**config.mk**
```make
export PLATFORM = sky130hd
export DESIGN_NAME = npu_host_sequencer
export DESIGN_NICKNAME = d
export VERILOG_FILES = /design/src/rtl/npu_host_sequencer.sv
export SDC_FILE = /design/constraint.sdc
export NUM_CORES = 1
export LEC_CHECK = 0
export CELL_PAD_IN_SITES_DETAIL_PLACEMENT = 0
export CELL_PAD_IN_SITES_GLOBAL_PLACEMENT = 1
export CORE_MARGIN = 5
export CORE_UTILIZATION = 34
export CTS_BUF_LIST = sky130_fd_sc_hd__clkbuf_16
export CTS_CLUSTER_SIZE = 14
export DETAILED_ROUTE_END_ITERATION = 7
export PLACE_DENSITY_LB_ADDON = 0.1
export SETUP_SLACK_MARGIN = 0.05
export SLEW_MARGIN = 20
export SYNTH_ARGS = -nofsm -noshare
export SYNTH_HDL_FRONTEND = slang
export SYNTH_SLANG_ARGS = --single-unit
```
**constraint.sdc**
```tcl
create_clock -name clk -period 2.9 [get_ports clk]
set_input_delay 0.435 -clock clk [delete_from_list [all_inputs] [get_ports clk]]
set_output_delay 0.435 -clock clk [all_outputs]
set_load 0.005 [all_outputs]
```
**src/rtl/npu_host_sequencer.sv**
```systemverilog
// npu_host_sequencer: host-side driver for one NPU invocation per sample.
// Each sample sends six config words, the weight words and the input words,
// waits out the calculation window, then reads the results back onto a
// valid/ready result stream. All outputs are registered except npu_oe.
module npu_host_sequencer #(
    parameter int unsigned CNT_W  = 12,
    parameter int unsigned CALC_W = 8
) (
    input  logic              clk,
    input  logic              rst,
    input  logic              start,
    input  logic [1:0]        num_layers,
    input  logic [4:0]        num_in,
    input  logic [4:0]        num_h1,
    input  logic [4:0]        num_h2,
    input  logic [4:0]        num_out,
    input  logic [1:0]        act,
    input  logic [CNT_W-1:0]  num_w,
    input  logic [CALC_W-1:0] calc_cycles,
    input  logic [15:0]       num_samples,
    input  logic              src_valid,
    input  logic [31:0]       src_data,
    output logic              src_ready,
    output logic              npu_we,
    output logic              npu_oe,
    output logic [31:0]       npu_data_o,
    output logic              npu_drive,
    input  logic [31:0]       npu_data_i,
    input  logic              npu_ready,
    output logic              out_valid,
    output logic [31:0]       out_data,
    input  logic              out_ready,
    output logic              busy,
    output logic              done
);

    typedef enum logic [2:0] {
        StIdle,
        StCfg,
        StWgt,
        StInp,
        StGap,
        StCalc,
        StRead,
        StNext
    } state_t;

    state_t state_q;

    // Captured configuration.
    logic [1:0]        num_layers_q;
    logic [4:0]        num_in_q;
    logic [4:0]        num_h1_q;
    logic [4:0]        num_h2_q;
    logic [4:0]        num_out_q;
    logic [1:0]        act_q;
    logic [CNT_W-1:0]  num_w_q;
    logic [CALC_W-1:0] calc_q;
    logic [15:0]       samples_q;

    // Progress counters.
    logic [2:0]        cfg_idx_q;
    logic [CNT_W-1:0]  word_cnt_q;
    logic [15:0]       sample_cnt_q;
    logic [CALC_W-1:0] calc_cnt_q;
    logic [5:0]        rd_cnt_q;

    // Derived terms.
    logic              src_acc;
    logic [CNT_W-1:0]  word_cnt_nxt;
    logic [CNT_W-1:0]  in_total;
    logic              in_left;
    logic [5:0]        rd_total;
    logic              rd_left;
    logic [CALC_W:0]   calc_cnt_inc;
    logic              calc_done;
    logic              sample_last;
    logic [31:0]       cfg_word;

    localparam logic [CNT_W-1:0]  CntOne  = {{(CNT_W-1){1'b0}}, 1'b1};
    localparam logic [CALC_W-1:0] CalcOne = {{(CALC_W-1){1'b0}}, 1'b1};

    // Handshake, terminal-count and completion terms.
    always_comb begin
        src_acc      = src_valid & src_ready;
        word_cnt_nxt = src_acc ? (word_cnt_q + CntOne) : word_cnt_q;
        in_total     = CNT_W'(num_in_q) + CntOne;
        in_left      = (word_cnt_q != in_total);
        rd_total     = {1'b0, num_out_q} + 6'd1;
        rd_left      = (rd_cnt_q != rd_total);
        // Counter saturates at calc_q, so either equality marks the window as spent.
        calc_cnt_inc = {1'b0, calc_cnt_q} + {1'b0, CalcOne};
        calc_done    = (calc_cnt_q == calc_q) || (calc_cnt_inc == {1'b0, calc_q});
        sample_last  = ((sample_cnt_q + 16'd1) == samples_q);
    end

    // Config word selected by the CFG word index (index 0 is num_layers).
    always_comb begin
        cfg_word = 32'd0;
        case (cfg_idx_q)
            3'd1:    cfg_word = {27'd0, num_in_q};
            3'd2:    cfg_word = {27'd0, num_h1_q};
            3'd3:    cfg_word = {27'd0, num_h2_q};
            3'd4:    cfg_word = {27'd0, num_out_q};
            3'd5:    cfg_word = {30'd0, act_q};
            default: cfg_word = {30'd0, num_layers_q};
        endcase
    end

    // Read strobe stays combinational so a stalled result holds back the next fetch.
    assign npu_oe = (state_q == StRead) && rd_left && (!out_valid || out_ready);

    // Sequencer FSM with registered bus, source and result outputs.
    always_ff @(posedge clk) begin
        if (!rst) begin
            state_q      <= StIdle;
            num_layers_q <= 2'd0;
            num_in_q     <= 5'd0;
            num_h1_q     <= 5'd0;
            num_h2_q     <= 5'd0;
            num_out_q    <= 5'd0;
            act_q        <= 2'd0;
            num_w_q      <= '0;
            calc_q       <= '0;
            samples_q    <= 16'd0;
            cfg_idx_q    <= 3'd0;
            word_cnt_q   <= '0;
            sample_cnt_q <= 16'd0;
            calc_cnt_q   <= '0;
            rd_cnt_q     <= 6'd0;
            src_ready    <= 1'b0;
            npu_we       <= 1'b0;
            npu_drive    <= 1'b0;
            npu_data_o   <= 32'd0;
            out_valid    <= 1'b0;
            out_data     <= 32'd0;
            busy         <= 1'b0;
            done         <= 1'b0;
        end else begin
            done <= 1'b0;

            // Result register: load on each read, drop valid once accepted.
            if (npu_oe) begin
                out_data  <= npu_data_i;
                out_valid <= 1'b1;
            end else if (out_ready) begin
                out_valid <= 1'b0;
            end

            case (state_q)
                StIdle: begin
                    if (start) begin
                        num_layers_q <= num_layers;
                        num_in_q     <= num_in;
                        num_h1_q     <= num_h1;
                        num_h2_q     <= num_h2;
                        num_out_q    <= num_out;
                        act_q        <= act;
                        num_w_q      <= num_w;
                        calc_q       <= calc_cycles;
                        samples_q    <= (num_samples == 16'd0) ? 16'd1 : num_samples;
                        sample_cnt_q <= 16'd0;
                        // Config word 0 goes out on the same edge that captures start.
                        npu_we       <= 1'b1;
                        npu_drive    <= 1'b1;
                        npu_data_o   <= {30'd0, num_layers};
                        cfg_idx_q    <= 3'd1;
                        busy         <= 1'b1;
                        state_q      <= StCfg;
                    end
                end

                StCfg: begin
                    npu_we     <= 1'b1;
                    npu_drive  <= 1'b1;
                    npu_data_o <= cfg_word;
                    cfg_idx_q  <= cfg_idx_q + 3'd1;
                    if (cfg_idx_q == 3'd5) begin
                        // Open the source a cycle early so the first word follows act.
                        word_cnt_q <= '0;
                        src_ready  <= 1'b1;
                        state_q    <= (num_w_q == '0) ? StInp : StWgt;
                    end
                end

                StWgt: begin
                    npu_we    <= src_acc;
                    npu_drive <= src_acc;
                    if (src_acc) begin
                        npu_data_o <= src_data;
                    end
                    // Inputs always follow, so src_ready stays high across the switch.
                    if (word_cnt_nxt == num_w_q) begin
                        word_cnt_q <= '0;
                        state_q    <= StInp;
                    end else begin
                        word_cnt_q <= word_cnt_nxt;
                    end
                end

                StInp: begin
                    if (in_left) begin
                        npu_we     <= src_acc;
                        npu_drive  <= src_acc;
                        if (src_acc) begin
                            npu_data_o <= src_data;
                        end
                        word_cnt_q <= word_cnt_nxt;
                        src_ready  <= (word_cnt_nxt != in_total);
                    end else begin
                        // Last input has just been driven; this edge releases the bus.
                        npu_we    <= 1'b0;
                        npu_drive <= 1'b0;
                        state_q   <= StGap;
                    end
                end

                StGap: begin
                    npu_we     <= 1'b0;
                    npu_drive  <= 1'b0;
                    calc_cnt_q <= '0;
                    rd_cnt_q   <= 6'd0;
                    if ((calc_q == '0) && npu_ready) begin
                        state_q <= StRead;
                    end else begin
                        state_q <= StCalc;
                    end
                end

                StCalc: begin
                    if (calc_cnt_q != calc_q) begin
                        calc_cnt_q <= calc_cnt_q + CalcOne;
                    end
                    if (calc_done && npu_ready) begin
                        state_q <= StRead;
                    end
                end

                StRead: begin
                    if (npu_oe) begin
                        rd_cnt_q <= rd_cnt_q + 6'd1;
                        if ((rd_cnt_q + 6'd1) == rd_total) begin
                            state_q <= StNext;
                        end
                    end
                end

                StNext: begin
                    // Wait for the final result of this sample to be taken.
                    if (!out_valid || out_ready) begin
                        if (sample_last) begin
                            done    <= 1'b1;
                            busy    <= 1'b0;
                            state_q <= StIdle;
                        end else begin
                            sample_cnt_q <= sample_cnt_q + 16'd1;
                            npu_we       <= 1'b1;
                            npu_drive    <= 1'b1;
                            npu_data_o   <= {30'd0, num_layers_q};
                            cfg_idx_q    <= 3'd1;
                            state_q      <= StCfg;
                        end
                    end
                end

                default: state_q <= StIdle;
            endcase
        end
    end

endmodule

```
# [After elaboration in Yosys (flattened, before gate mapping)]
# Cells that the tools add are included.
[op_classes] addsub=8 eq_ne=33 n_reduce_logical=32 n_div=0 n_shift=0 magnitude_cmp=0 n_bitwise=1 multipliers=0 muxes=50
[ops] operator="$mux W32" count=5
[ops] operator="$pmux W32 S5" count=1
[ops] operator="$mux W16" count=4
[ops] operator="$mux W12" count=4
[ops] operator="$pmux W12 S3" count=1
[ops] operator="$pmux W16 S2" count=1
[ops] operator="$mux W3" count=10
[ops] operator="$pmux W5 S5" count=1
[ops] operator="$ne A12 B6 Y1" count=2
[ops] operator="$pmux W3 S8" count=1
[ops] operator="$ne A2 B2 Y1 const B" count=11
[ops] operator="$eq A3 B3 Y1 const B" count=6
[ops] operator="$add A16 B1 Y16 const B" count=1
[ops] operator="$eq A16 B16 Y1" count=1
[ops] operator="$logic_not A16 Y1" count=1
[ops] operator="$pmux W8 S2" count=1
[ops] operator="$reduce_and A4 Y1" count=4
[ops] operator="$mux W1" count=13
[ops] operator="$add A12 B1 Y12 const B" count=1
[ops] operator="$add A5 B1 Y6 const B" count=2
[ops] operator="$eq A12 B12 Y1" count=1
[ops] operator="$eq A3 B2 Y1 const B" count=4
[ops] operator="$logic_not A12 Y1" count=1
[ops] operator="$pmux W6 S2" count=1
[ops] operator="31 further kinds" count=46
[word_totals] ramBits=0 mem_bits_ro=0 word_cells=146 inputBits=130 out_inout_bits=71 mem_count=0 ff_bits=177 latch_bits=0

# [Longest topological paths before layout]
[depth] word_depth=6 depth_mapped=11 ltp_nobuf=9

# [Worst setup path after synthesis]
# No wires, ideal clock.
[synth_path] path_kind="register -> register" from="register sample_cnt_q[1]" to="register sample_cnt_q[2]" n_path_buf=2 setup_time_ns=0.103 t_arrival_ns=2.785 required_ns=2.797 path_slack_ns=0.012 period_less_slack_ns=2.888 path_stages_with_launch=11 cell_sequence="dfxtp_1 > ha_1 > buf_2 > xor3_1 > or3_4 > a2111oi_4 > o211ai_2 > a2111o_1 > buf_6 > and3_4 > a2111oi_2"
[synth_via] elab_chain_cells=4 word_cells_on_any_way=7 classes_between="add/sub (1); eq/ne (2); mux (3); reduce/logical (1)"
[synth_rtl] element="from (decl)" line="64" text="logic [15:0] sample_cnt_q;"
[synth_rtl] element="from (signal assigned)" line="256" text="sample_cnt_q <= sample_cnt_q + 16'd1;"
[synth_rtl] element="$add A16 B1 Y16 (*)" line="94, 256"
[synth_rtl] element="$eq A16 B16 Y1 or $mux W16 (tied branches)" line="94, 251"
[synth_rtl] element="$ne A2 B2 Y1 (no line) or $mux W16 (tied branches)"
[synth_rtl] element="$reduce_and A4 Y1 (no line) or $pmux W16 S2 (tied branches)"
# Every way passes the cells marked *; elsewhere a longest branch is shown, timed or not. The select of a mux whose other input is x is not followed.
# A chain may end at the register's enable or synchronous reset.

# [Worst setup path in the final report]
[layout_path] from="register sample_cnt_q[0]" to="register npu_data_o[1]"
[layout_via] elab_chain_cells=4
[layout_rtl] element="$add A16 B1 Y16" line="94" text="sample_last = ((sample_cnt_q + 16'd1) == samples_q);"
[layout_rtl] element="$eq A16 B16 Y1" line="94"
[layout_rtl] element="$ne A2 B2 Y1 (no line)"
[layout_rtl] element="$reduce_and A5 Y1 (no line)"
[layout_rtl] element="to (signal assigned)" line="166" text="npu_data_o <= {30'd0, num_layers};"
[layout_rtl] element="to (signal assigned)" line="176" text="npu_data_o <= cfg_word;"
[layout_rtl] element="to (signal assigned)" line="190" text="npu_data_o <= src_data;"
[layout_rtl] element="to (decl)" line="26" text="output logic [31:0] npu_data_o,"
# Every way passes these cells.

==> results.md <==
* Die outline width at ~170 um
* Syn avg cell area at 7.96 um2
* Overflow after GRT at 0
* Share of layout cells above drive strength 1 at between 10% and 20%
* Unrepaired setup endpoints after global routing: true
* First-pass GRT wire length at between 40 and 50 mm
* Largest net degree at the start of global routing at about 110
* Setup Crit Path Kind: reg2reg
* Die H at around 170 um
* Fin crit share at around 100%
* Synth Instances at between 1,000 and 1,500
* Post-synthesis mux area share at 4.66%
* R2r setup slk at between 0.08 and 0.09 ns
* Post-synth EDFFs at 0
* Post-Synth XOR/XNOR Area at 8.76%
* Top Ports at 201
* Vias at between 9,000 and 10,000
* MaxCap Viol Count at 0
* Ys Warns at 0
* Peak fanout along the critical path at 8
* Starting density of the core at between 30% and 40%
* Root Buffer: clkbuf_16
* Starting DRT DRC Count at roughly 560
* CP bufs+invs at 4
* Pwr per Cell Area at about 630 nW/um2
* Reg2reg end: npu_data_o[1]$_SDFFE_PN0P_
* Clk_skew at about 0.016 ns
* Top post-synthesis cells by count: nand2_1, dfxtp_1, a21oi_1, nor2_1, clkbuf_1
* Final setup fails at 0
* Residual DRC at 0
* Crit path launch type: flip-flop
* Core ar. at roughly 27,000 um2
* Main combinational cell family by area after synthesis: simple AND/OR/NAND/NOR gates
* Most frequent cell after synthesis: nand2_1
* Vias in the first global route at 8,837
* Max Transition Viols Final at 0
* Worst-path clk slew at around 0.080 ns
* Compound-Gate Fraction of Synth Area at approximately 17%
* Pre-antenna DRT Iters at 4
* Worst path max stage delay at approximately 0.36 ns
* Most frequent cell on the critical path: buf_4
* Leak at around 4.7 nW
* Hold Startpoint: rst
* CP cell instances: ha_4 -> buf_4 -> and3_4 -> nand3_4 -> a2111oi_4 -> nor3_2 -> buf_4 -> a2111oi_4 -> buf_4 -> o21ai_4 -> clkbuf_16 -> o21ai_1 -> a31oi_1
* CP Depth at 13
* Synth area leader: dfxtp_1
* Setup TNS at 0 ns
* RR Startpoint: sample_cnt_q[0]$_SDFFE_PN0P_
* Class of the worst hold path: in2reg
* Register area share after synthesis at a little under two fifths
* Top-area cell type share of the netlist area at around two fifths
* H-tree Lvls at 4
* Hold Vio Cnt, Final at 0
* WHS at between 0.3 and 0.4 ns
* Nets at ~1,500
* Family with the most delay on the worst path: compound AO/OA/AOI/OAI gates
* Async set-reset flop share out of synthesis at 0%
* Post-synthesis simple-gate area fraction at between 20% and 30%
* Initial antenna violation count at 0
* Crit path arrival time at 3.13 ns
* Syn-to-layout area delta at 41.4%
* Max rail drop VDD at ~320 uV
* WHS Path Cells at 3
* Post-synthesis adder-cell area fraction at 1.49%
* # rows at 60
* Slowest cell on crit path: dfxtp_2
* PortBufs at 200
* DIE AREA at 30,500 um2
* Area contributors post-synth: dfxtp_1, nand2_1, a21oi_1
* Final min period at approximately 2.8 ns
* Post-detailed-route count of antenna-violating nets at 0
* Critical path endpoint category: flip-flop
* Syn Nets at approximately 1,300
* Drt total wl at just over 30 mm
* Total GRT Usage at 18.9%
* Status: complete, no violations
* Tot Pwr at 8.29 mW
* WL/cell at roughly 17 um
* Main synth FF type: dfxtp_1
* Worst slew margin at 46.4%
* Max Fclk at roughly 0.36 GHz
* Critical path required time at 3.22 ns
* Via density at 5.18
* Diode count at 0
* Sink Count at ~180
* Hold endpoint: samples_q[0]$_SDFFE_PN0P_
* CTS tree: done
* Post-synth cell types at between 70 and 80
* R2R depth at 13
* Routability-driven placement congestion ratio at about 0.9
* Synthesized area at 9230 um2
* DP Wirelength at approximately 22 mm
* Num CTS Buffers at 17
* Clk buf depth at 2
* Seq cells post-synth at between 150 and 200
* Slew of the pin with the lowest slew margin at between 0.8 and 0.9 ns
* Clk Latency, worst-skew pair at ~0.44 ns
logic make-up (layout without fill, tap and decap cells):
kind of cell,after synthesis,count (layout)
buffers and inverters,99,354
muxes,43,43
AOI/OAI and AO/OA,256,256
DFF,177,177
xor gates and xnor gates,89,89
adders and majority gates,11,11
and+or+nand+nor,485,485
layout make-up:
type                            count  area (um2)
Fill cell                        2676       13800
Multi-Input combinational cell    884        5510
Clock inverter                     15         166
Sequential cell                   177        3550
Clock buffer                       17         425
Inverter                           12        46.3
Timing Repair Buffer              310        2930
Tap cell                          341         427
stage by stage:
| stage | utilization [%] | setup slack, ns | std cells | cell area (um2) |
|---|---|---|---|---|
| 2_1_floorplan | - | 0.0556 | 1160 | 9230 |
| 5_1_grt | 48.6 | -0.0424 | 1756 | 13100 |
| 3_3_place_gp | 45.1 | -0.291 | 1716 | 12100 |
| 3_5_place_dp | 45.1 | -0.373 | 1716 | 12100 |
| 4_1_cts | 47.6 | 0.0507 | 1749 | 12800 |
| 6_report | 48.6 | 0.0840 | 1756 | 13100 |
layout by cell type (no fill, tap or decap), types with 6 or more instances in the layout:
cell             count
clkbuf_16           20
o211ai_1             9
o21ai_0             57
and2_1               6
mux2i_1             42
dfxtp_1            170
dfxtp_2              6
xnor2_1             50
nand4_1             50
inv_1               11
a21oi_1             97
o21ai_1              9
xor2_1              34
a22oi_1              8
nand3_1             35
ha_1                 9
or3_1                9
nand2b_1             8
nor3_1              15
nand2_1            200
and3_1              11
a32oi_1              6
buf_4               99
nor4_1              18
clkdlybuf4s50_1    198
a31oi_1             13
a211oi_1             7
nor2_1              85
state kept, by name, indices dropped and copies added, names as in the netlist, 3 cells and up:
name          cells
samples_q        16
npu_data_o       32
num_in_q          5
calc_cnt_q        8
num_out_q         5
num_h2_q          5
calc_q            8
word_cnt_q       12
rd_cnt_q          6
num_w_q          12
out_data         32
sample_cnt_q     16
cfg_idx_q         3
state_q           3
num_h1_q          5
worst max path at each step:
| stage | from | end | slack (ns) |
|---|---|---|---|
| floorplan | sample_cnt_q[1]$_SDFFE_PN0P_ | sample_cnt_q[2]$_SDFFE_PN0P_ | 0.06 |
| global placement | src_valid | word_cnt_q[3]$_SDFFE_PN0P_ | -0.29 |
| detailed placement | src_valid | word_cnt_q[3]$_SDFFE_PN0P_ | -0.37 |
| global route | sample_cnt_q[1]$_SDFFE_PN0P_ | sample_cnt_q[8]$_SDFFE_PN0P_ | -0.04 |
| CTS | word_cnt_q[2]$_SDFFE_PN0P_ | word_cnt_q[3]$_SDFFE_PN0P_ | 0.05 |
| finish | sample_cnt_q[0]$_SDFFE_PN0P_ | npu_data_o[1]$_SDFFE_PN0P_ | 0.08 |
repair_timing:
item,in CTS,in global routing
pin swaps,4,8
setup endpoints to repair,52,67
setup buffers,1,2
gates cloned,0,6
hold buffers,0,0
gates resized for setup,12,41
worst reg2reg max path, cell delays in order, from the launching register on:
cell and delay, ns:
dfxtp_2 0.36, ha_4 0.17, buf_4 0.16, and3_4 0.25, nand3_4 0.10, a2111oi_4 0.33, nor3_2 0.11, buf_4 0.16
a2111oi_4 0.32, buf_4 0.21, o21ai_4 0.15, clkbuf_16 0.22, o21ai_1 0.12, a31oi_1 0.06
routing by layer:
metal	track usage (%)	up-vias	part of all wire, %
li1	-	4616	-
met1	25.8	4282	48
met2	31.0	161	48
met3	3.40	33	3.1
met4	4.75	0	1.5
met5	0	-	0
power by group:
part	internal (mW)	switching, mW	leakage, nW
Sequential	2.71	0.290	1.44
Clock	1.16	1.15	0.288
Combinational	1.36	1.62	2.99
Note: power is estimated with default switching activity, not from simulation.
